`src/rtl/apple1_pkg.sv`:
```
// Shared constants and helpers for the Apple-1 PIA-style keyboard/display port.
package apple1_pkg;

    // Register indices within the 0xD010-0xD013 window
    localparam logic [1:0] REG_KBD   = 2'd0;
    localparam logic [1:0] REG_KBDCR = 2'd1;
    localparam logic [1:0] REG_DSP   = 2'd2;
    localparam logic [1:0] REG_DSPCR = 2'd3;

    // Control-register bit positions (KBDCR and DSPCR share the layout)
    localparam int CR_OVF_CLR = 32'sd6;
    localparam int CR_FLUSH   = 32'sd0;

    // Ceiling log2, usable in parameter and port-width expressions
    function automatic int clog2(input int value);
        int r;
        r = 32'sd0;
        for (int i = 32'sd0; i < 32'sd31; i++) begin
            if ((32'sd1 << i) < value) begin
                r = i + 32'sd1;
            end else begin
                r = r;
            end
        end
        return r;
    endfunction

endpackage

```
`src/rtl/pia_fifo_port_sync_fifo.sv`:
```
// Single-clock FIFO with count-derived full/empty, flush and registered storage.
// Full/empty come from the count registered before the edge, so a push into a
// full FIFO is refused even when a pop happens in the same cycle.
module sync_fifo
    import apple1_pkg::*;
#(
    parameter int  DEPTH = 4,
    parameter int  W     = 7,
    localparam int AW    = clog2(DEPTH)
) (
    input  logic          clk,
    input  logic          reset,
    input  logic          push,
    input  logic          pop,
    input  logic          flush,
    input  logic [W-1:0]  din,
    output logic          full,
    output logic          empty,
    output logic [AW:0]   count,
    output logic [W-1:0]  head
);

    logic [W-1:0]  mem [DEPTH];
    logic [AW-1:0] wr_ptr_r;
    logic [AW-1:0] rd_ptr_r;
    logic [AW:0]   count_r;
    logic          push_ok_s;
    logic          pop_ok_s;
    logic [AW:0]   count_nxt_s;

    // Qualify push/pop against the pre-edge occupancy and compute next count
    always_comb begin
        full        = (count_r == (AW+1)'(DEPTH));
        empty       = (count_r == '0);
        push_ok_s   = push & ~full;
        pop_ok_s    = pop & ~empty;
        count_nxt_s = count_r;
        if (flush) begin
            count_nxt_s = '0;
        end else begin
            case ({push_ok_s, pop_ok_s})
                2'b10:   count_nxt_s = count_r + (AW+1)'(1);
                2'b01:   count_nxt_s = count_r - (AW+1)'(1);
                default: count_nxt_s = count_r;
            endcase
        end
    end

    // Storage array; cleared on reset so the head reads zero afterwards
    always_ff @(posedge clk) begin
        if (reset) begin
            for (int i = 32'sd0; i < DEPTH; i++) begin
                mem[i] <= '0;
            end
        end else if (push_ok_s && !flush) begin
            mem[wr_ptr_r] <= din;
        end else begin
            mem[wr_ptr_r] <= mem[wr_ptr_r];
        end
    end

    // Pointers (wrap naturally modulo the power-of-two depth) and count
    always_ff @(posedge clk) begin
        if (reset || flush) begin
            wr_ptr_r <= '0;
            rd_ptr_r <= '0;
            count_r  <= '0;
        end else begin
            if (push_ok_s) begin
                wr_ptr_r <= wr_ptr_r + AW'(1);
            end else begin
                wr_ptr_r <= wr_ptr_r;
            end
            if (pop_ok_s) begin
                rd_ptr_r <= rd_ptr_r + AW'(1);
            end else begin
                rd_ptr_r <= rd_ptr_r;
            end
            count_r <= count_nxt_s;
        end
    end

    assign count = count_r;
    assign head  = mem[rd_ptr_r];

endmodule

```
`src/rtl/pia_fifo_port.sv`:
```
// Apple-1 keyboard/display PIA register block with a FIFO behind each direction,
// sticky overflow flags, occupancy counts and a real display busy bit.
module pia_fifo_port
    import apple1_pkg::*;
#(
    parameter int KBD_DEPTH = 4,
    parameter int DSP_DEPTH = 16,
    parameter int DATA_W    = 7
) (
    input  logic              sys_clock,
    input  logic              reset,
    input  logic              cpu_clken,
    input  logic              cs,
    input  logic [1:0]        addr,
    input  logic              we,
    input  logic [7:0]        din,
    output logic [7:0]        dout,
    input  logic              kbd_valid,
    input  logic [DATA_W-1:0] kbd_data,
    output logic              kbd_ready,
    output logic              dsp_valid,
    output logic [DATA_W-1:0] dsp_data,
    input  logic              dsp_ready
);

    localparam int KAW = clog2(KBD_DEPTH);
    localparam int DAW = clog2(DSP_DEPTH);

    logic              rd_s;
    logic              wr_s;
    logic              kbd_pop_s;
    logic              kbd_flush_s;
    logic              kbd_clr_s;
    logic              kbd_ovf_set_s;
    logic              dsp_push_s;
    logic              dsp_flush_s;
    logic              dsp_clr_s;
    logic              dsp_ovf_set_s;
    logic              kbd_full_s;
    logic              kbd_empty_s;
    logic [KAW:0]      kbd_count_s;
    logic [DATA_W-1:0] kbd_head_s;
    logic              dsp_full_s;
    logic              dsp_empty_s;
    logic [DAW:0]      dsp_count_s;
    logic              kbd_ovf_r;
    logic              dsp_ovf_r;

    // Bus decode: every side effect is qualified by cpu_clken so a held cs never acts twice
    always_comb begin
        rd_s          = cs & cpu_clken & ~we;
        wr_s          = cs & cpu_clken & we;
        kbd_pop_s     = rd_s & (addr == REG_KBD);
        kbd_flush_s   = wr_s & (addr == REG_KBDCR) & din[CR_FLUSH];
        kbd_clr_s     = wr_s & (addr == REG_KBDCR) & din[CR_OVF_CLR];
        dsp_push_s    = wr_s & (addr == REG_DSP);
        dsp_flush_s   = wr_s & (addr == REG_DSPCR) & din[CR_FLUSH];
        dsp_clr_s     = wr_s & (addr == REG_DSPCR) & din[CR_OVF_CLR];
        // A push lost to a full FIFO counts as overflow unless a flush discards it anyway
        kbd_ovf_set_s = kbd_valid & kbd_full_s & ~kbd_flush_s;
        dsp_ovf_set_s = dsp_push_s & dsp_full_s & ~dsp_flush_s;
    end

    sync_fifo #(
        .DEPTH (KBD_DEPTH),
        .W     (DATA_W)
    ) u_kbd_fifo (
        .clk   (sys_clock),
        .reset (reset),
        .push  (kbd_valid),
        .pop   (kbd_pop_s),
        .flush (kbd_flush_s),
        .din   (kbd_data),
        .full  (kbd_full_s),
        .empty (kbd_empty_s),
        .count (kbd_count_s),
        .head  (kbd_head_s)
    );

    sync_fifo #(
        .DEPTH (DSP_DEPTH),
        .W     (DATA_W)
    ) u_dsp_fifo (
        .clk   (sys_clock),
        .reset (reset),
        .push  (dsp_push_s),
        .pop   (dsp_ready),
        .flush (dsp_flush_s),
        .din   (din[DATA_W-1:0]),
        .full  (dsp_full_s),
        .empty (dsp_empty_s),
        .count (dsp_count_s),
        .head  (dsp_data)
    );

    // Sticky overflow flags: a set in the same cycle as a clear wins
    always_ff @(posedge sys_clock) begin
        if (reset) begin
            kbd_ovf_r <= 1'b0;
            dsp_ovf_r <= 1'b0;
        end else begin
            if (kbd_ovf_set_s) begin
                kbd_ovf_r <= 1'b1;
            end else if (kbd_clr_s) begin
                kbd_ovf_r <= 1'b0;
            end else begin
                kbd_ovf_r <= kbd_ovf_r;
            end
            if (dsp_ovf_set_s) begin
                dsp_ovf_r <= 1'b1;
            end else if (dsp_clr_s) begin
                dsp_ovf_r <= 1'b0;
            end else begin
                dsp_ovf_r <= dsp_ovf_r;
            end
        end
    end

    // Read mux; the DSP read exposes only the busy (full) bit polled by the monitor
    always_comb begin
        dout = 8'h00;
        case (addr)
            REG_KBD:   dout = {~kbd_empty_s, 7'(kbd_head_s)};
            REG_KBDCR: dout = {~kbd_empty_s, kbd_ovf_r, 6'(kbd_count_s)};
            REG_DSP:   dout = {dsp_full_s, 7'h00};
            REG_DSPCR: dout = {dsp_full_s, dsp_ovf_r, 6'(dsp_count_s)};
            default:   dout = 8'h00;
        endcase
    end

    assign kbd_ready = ~kbd_full_s;
    assign dsp_valid = ~dsp_empty_s;

endmodule

```
`config.mk`:
```
export PLATFORM = sky130hd
export DESIGN_NAME = pia_fifo_port
export DESIGN_NICKNAME = d
export VERILOG_FILES = /design/src/rtl/apple1_pkg.sv /design/src/rtl/pia_fifo_port_sync_fifo.sv /design/src/rtl/pia_fifo_port.sv
export SDC_FILE = /design/constraint.sdc
export NUM_CORES = 1
export LEC_CHECK = 0
export ABC_AREA = 1
export CAP_MARGIN = 20
export CORE_UTILIZATION = 68
export CTS_CLUSTER_SIZE = 10
export DETAILED_ROUTE_END_ITERATION = 8
export DONT_BUFFER_PORTS = 1
export GPL_TIMING_DRIVEN = 0
export PLACE_DENSITY = 0.84
export SLEW_MARGIN = 20
export SYNTH_ARGS = -nofsm -noshare
export SYNTH_HDL_FRONTEND = slang
export SYNTH_SLANG_ARGS = --single-unit
```
`constraint.sdc`:
```
create_clock -name sys_clock -period 5.9 [get_ports sys_clock]
set_clock_uncertainty 0.1 [all_clocks]
set_input_delay 1.77 -clock sys_clock [delete_from_list [all_inputs] [get_ports sys_clock]]
set_output_delay 1.77 -clock sys_clock [all_outputs]
set_load 0.01 [all_outputs]
```
==> impl_metrics.csv <==
group,metric,value,unit
critical_path,worstSetupEndpoint,"dout[3]",
layout,fin_nets,833,
logic_synthesis,synth_area_leaders,"edfxtp_1 53%, nor2_1 7.7%, dfxtp_1 7.0%, inv_1 3.8%, nand2_1 3.6%",
global_routing,grt_pass1_vias,5757,
global_routing,grt_usage,32.96,%
layout,design_area,8752,um^2
drt,vias,5976,
global_routing,grt-ovfl-total,0,
sta,rsz0062_at_grt,"no",
critical_path,critPathLaunchType,"input port",
logic_synthesis,synth_nets,814,
die,die-area,12140,um^2
layout,layout-drive-gt1-share,8.990,%
clocking,cts_resized,0,
logic_synthesis,yosys_warnings,0,
logic_synthesis,synth_fa_ha_area_share,1.666,%
clocking,path_clk_slew,0.07,ns
power,switchingPower,1015,uW
outcome,status,"complete, no violations",
sta,setup_violations,0,
clocking,cts_buffers,17,
drt,wl_per_cell,19.67,um
place,dp.cells,923,
sta,slew_headroom,46.69,%
drt,first_pass_iters,6,
global_routing,grt_max_degree,17,
global_routing,antenna_found_initial,0,
clocking,cts_tree,"done",
clocking,clk-insertion-delay-late,0.43,ns
drt,drt-initial-drc-count,769,
layout,syn2layout_area_growth,9.967,%
clocking,htree_levels,4,
die,std_cell_rows,39,
drt,ant_nets,0,
place,place_congestion,0.9871,
power,combPwrFrac,21.5,%
sta,tightest_slew,0.7996,ns
min_path,hp-class,"flip-flop to flip-flop",
power,leakage,0.003413,uW
sta,drv_slew,0,
logic_synthesis,syn_inst,780,
logic_synthesis,synth-compound-area-share,10.83,%
sta,hold_viol_final,0,
layout,utilization,76.65,%
sta,clock.fmax,224.6,MHz
logic_synthesis,netlist.area_leader.share,52.82,%
layout,fillers,735,
logic_synthesis,synth.area.mux_share,3.521,%
logic_synthesis,synth_top_family_by_area,"simple AND/OR/NAND/NOR gates",
critical_path,rr_worst_depth,12,
logic_synthesis,synthXorXnorAreaFrac,0.8804,%
die,die_h,110.2,um
sta,fin_tns_setup,0,ns
sta,fin_crit,4.453,ns
clocking,clk_path_buf_depth,2,
place,io_buffers,0,
power,vdd_drop_max,0.0002629,V
die,die_w,110.2,um
power,power.density,372.9,nW/um^2
power,power_frac_seq,42.6,%
drt,wl,18.79,mm
critical_path,worstReg2RegEnd,"u_dsp_fifo.count[2]",
job,cap_violations,0,
power,p_int,2248,uW
logic_synthesis,ys_seq_elements,168,
logic_synthesis,avgSynthCellArea,10.20,um^2
critical_path,critPathRequiredTime,4.03,ns
drt,drc,0,
logic_synthesis,netlist_area,7959,um^2
clocking,holdBufCountCts,0,
power,p_sw_share,31.12,%
power,pwr-share-clk,35.9,%
die,initial_core_util,69.70,%
logic_synthesis,synth_cell_type_count,44,
critical_path,worstSetupStartpoint,"addr[0]",
place,hpwl,13.31,mm
critical_path,worstPathArrival,2.58,ns
layout,antennaDiodeCount,0,
logic_synthesis,yosys.area_share.simple,17.21,%
clocking,cts_root_buffer,"clkbuf_16",
critical_path,rrSetupSlack,3.53,ns
logic_synthesis,ys_seq_area_share,59.86,%
critical_path,criticalPathCategory,"input port to primary output",
layout,instances_no_fill,955,
die,boundaryPins,41,
logic_synthesis,synth_ff_type,"edfxtp_1",
logic_synthesis,synthArstFlopShare,0,%
sta,post-route-period-util,75.48,%
global_routing,grt_pass1_wl,28.95,mm
place,placed_cell_area,8138,um^2
critical_path,worstPathMaxFanout,8,
critical_path,critPathCaptureType,"primary output",
critical_path,reg2reg_from,"u_dsp_fifo.count[0]",
clocking,cts.sinks,168,
drt,viasPerCell,6.258,
clocking,post-cts-setup-buffer-count,0,
die,core-area,11420,um^2
logic_synthesis,synth_edf_count,140,
logic_synthesis,synth_top_area_cell,"edfxtp_1",
-- cells by family after synthesis --
logic type / count (synthesis)
DFF: 168
adders and majority gates: 10
xor gates and xnor gates: 8
muxes: 28
AOI/OAI and AO/OA: 146
and+or+nand+nor: 300
buffers and inverters: 120
-- synthesized netlist by cell type (9+ instances only) --
library cell / count
a21oi_1: 57
clkbuf_1: 22
dfxtp_1: 28
edfxtp_1: 140
ha_1: 9
inv_1: 80
mux2i_1: 28
nand2_1: 77
nand2_2: 9
nand3_1: 23
nor2_1: 163
o211ai_1: 31
o21ai_0: 44
-- placed cells by master (no fill, tap or decap), types with 2 or more instances in the layout --
cell type / count
nor3_4: 2
o21ai_0: 44
edfxtp_1: 140
xnor2_1: 2
a21oi_1: 57
nor2_2: 2
a221o_1: 6
nand3_4: 4
nor3b_1: 3
clkbuf_16: 17
clkinv_4: 3
nor3_1: 4
clkbuf_2: 2
dfxtp_1: 28
nor2_4: 4
nand2_2: 9
o211ai_1: 31
inv_2: 4
inv_1: 80
clkinv_1: 2
mux2i_1: 28
xor2_1: 6
clkbuf_1: 23
nor2_1: 163
buf_6: 2
nand2_1: 77
buf_2: 6
nand4_1: 3
nand3_1: 23
ha_1: 9
o21a_1: 2
inv_6: 7
bufinv_16: 3
-- per-layer routing --
layer / global-route usage, % / vias up / share of wire (%)
met3: 7.407 / 82 / 10
met4: 14.85 / 0 / 3.9
met5: 0 / - / 0
li1: - / 2716 / -
met2: 55.18 / 411 / 49
met1: 41.12 / 2767 / 37
-- layout make-up --
cell class	instances	area [um^2]	area share [%]
sequential	168	4765	54.44
tap	143	178.9	2.044
multi-input combinational	492	2715	31.02
clock buffer	18	429.2	4.904
clock inverter	14	185.2	2.116
buffer	34	156.4	1.787
inverter	86	322.8	3.688
-- worst max-delay path, stage by stage --
cell and delay [ns]:
nor2_1 0.09, inv_1 0.16, a221o_1 0.37, o21ai_0 0.19
-- sequential cells by signal, indices dropped and copies added (netlist names), named ones only --
name	cells
u_dsp_fifo.mem	112
u_dsp_fifo.wr_ptr_r	4
u_kbd_fifo.mem	28
u_kbd_fifo.rd_ptr_r	2
u_dsp_fifo.rd_ptr_r	4
u_kbd_fifo.wr_ptr_r	2
u_kbd_fifo.count	3
u_dsp_fifo.count	5
dsp_ovf_r	1
kbd_ovf_r	1
-- how the worst min path moves through the flow --
stage,start,to,depth (start not counted)
5_1_grt,u_kbd_fifo.rd_ptr_r[1],u_kbd_fifo.rd_ptr_r[1],2
3_3_place_gp,u_kbd_fifo.rd_ptr_r[1],u_kbd_fifo.rd_ptr_r[1],2
4_1_cts,u_kbd_fifo.rd_ptr_r[1],u_kbd_fifo.rd_ptr_r[1],2
2_1_floorplan,u_kbd_fifo.rd_ptr_r[1],flip-flop,2
6_report,u_kbd_fifo.rd_ptr_r[1],u_kbd_fifo.rd_ptr_r[1],2
3_5_place_dp,u_kbd_fifo.rd_ptr_r[1],flip-flop,2
-- power groups by stage --
| stage | combinational, uW | clock [uW] | sequential (uW) |
|---|---|---|---|
| 2_1_floorplan | 504 | 0 | 1400 |
| 3_3_place_gp | 655 | 0 | 1410 |
| 3_5_place_dp | 678 | 0 | 1410 |
| 4_1_cts | 685 | 1160 | 1390 |
| 5_1_grt | 758 | 1210 | 1400 |
| 6_report | 701 | 1170 | 1390 |
-- through the flow --
stage | power [uW] | hold WS (ns) | setup WS, ns
global placement | 2064 | 0.3518 | 1.476
CTS | 3238 | 0.3729 | 1.439
global route | 3360 | 0.4086 | 1.416
floorplan | 1904 | 0.3402 | 1.670
finish | 3263 | 0.3728 | 1.447
detailed placement | 2092 | 0.3626 | 1.458
Note: power is estimated with default switching activity, not from simulation.
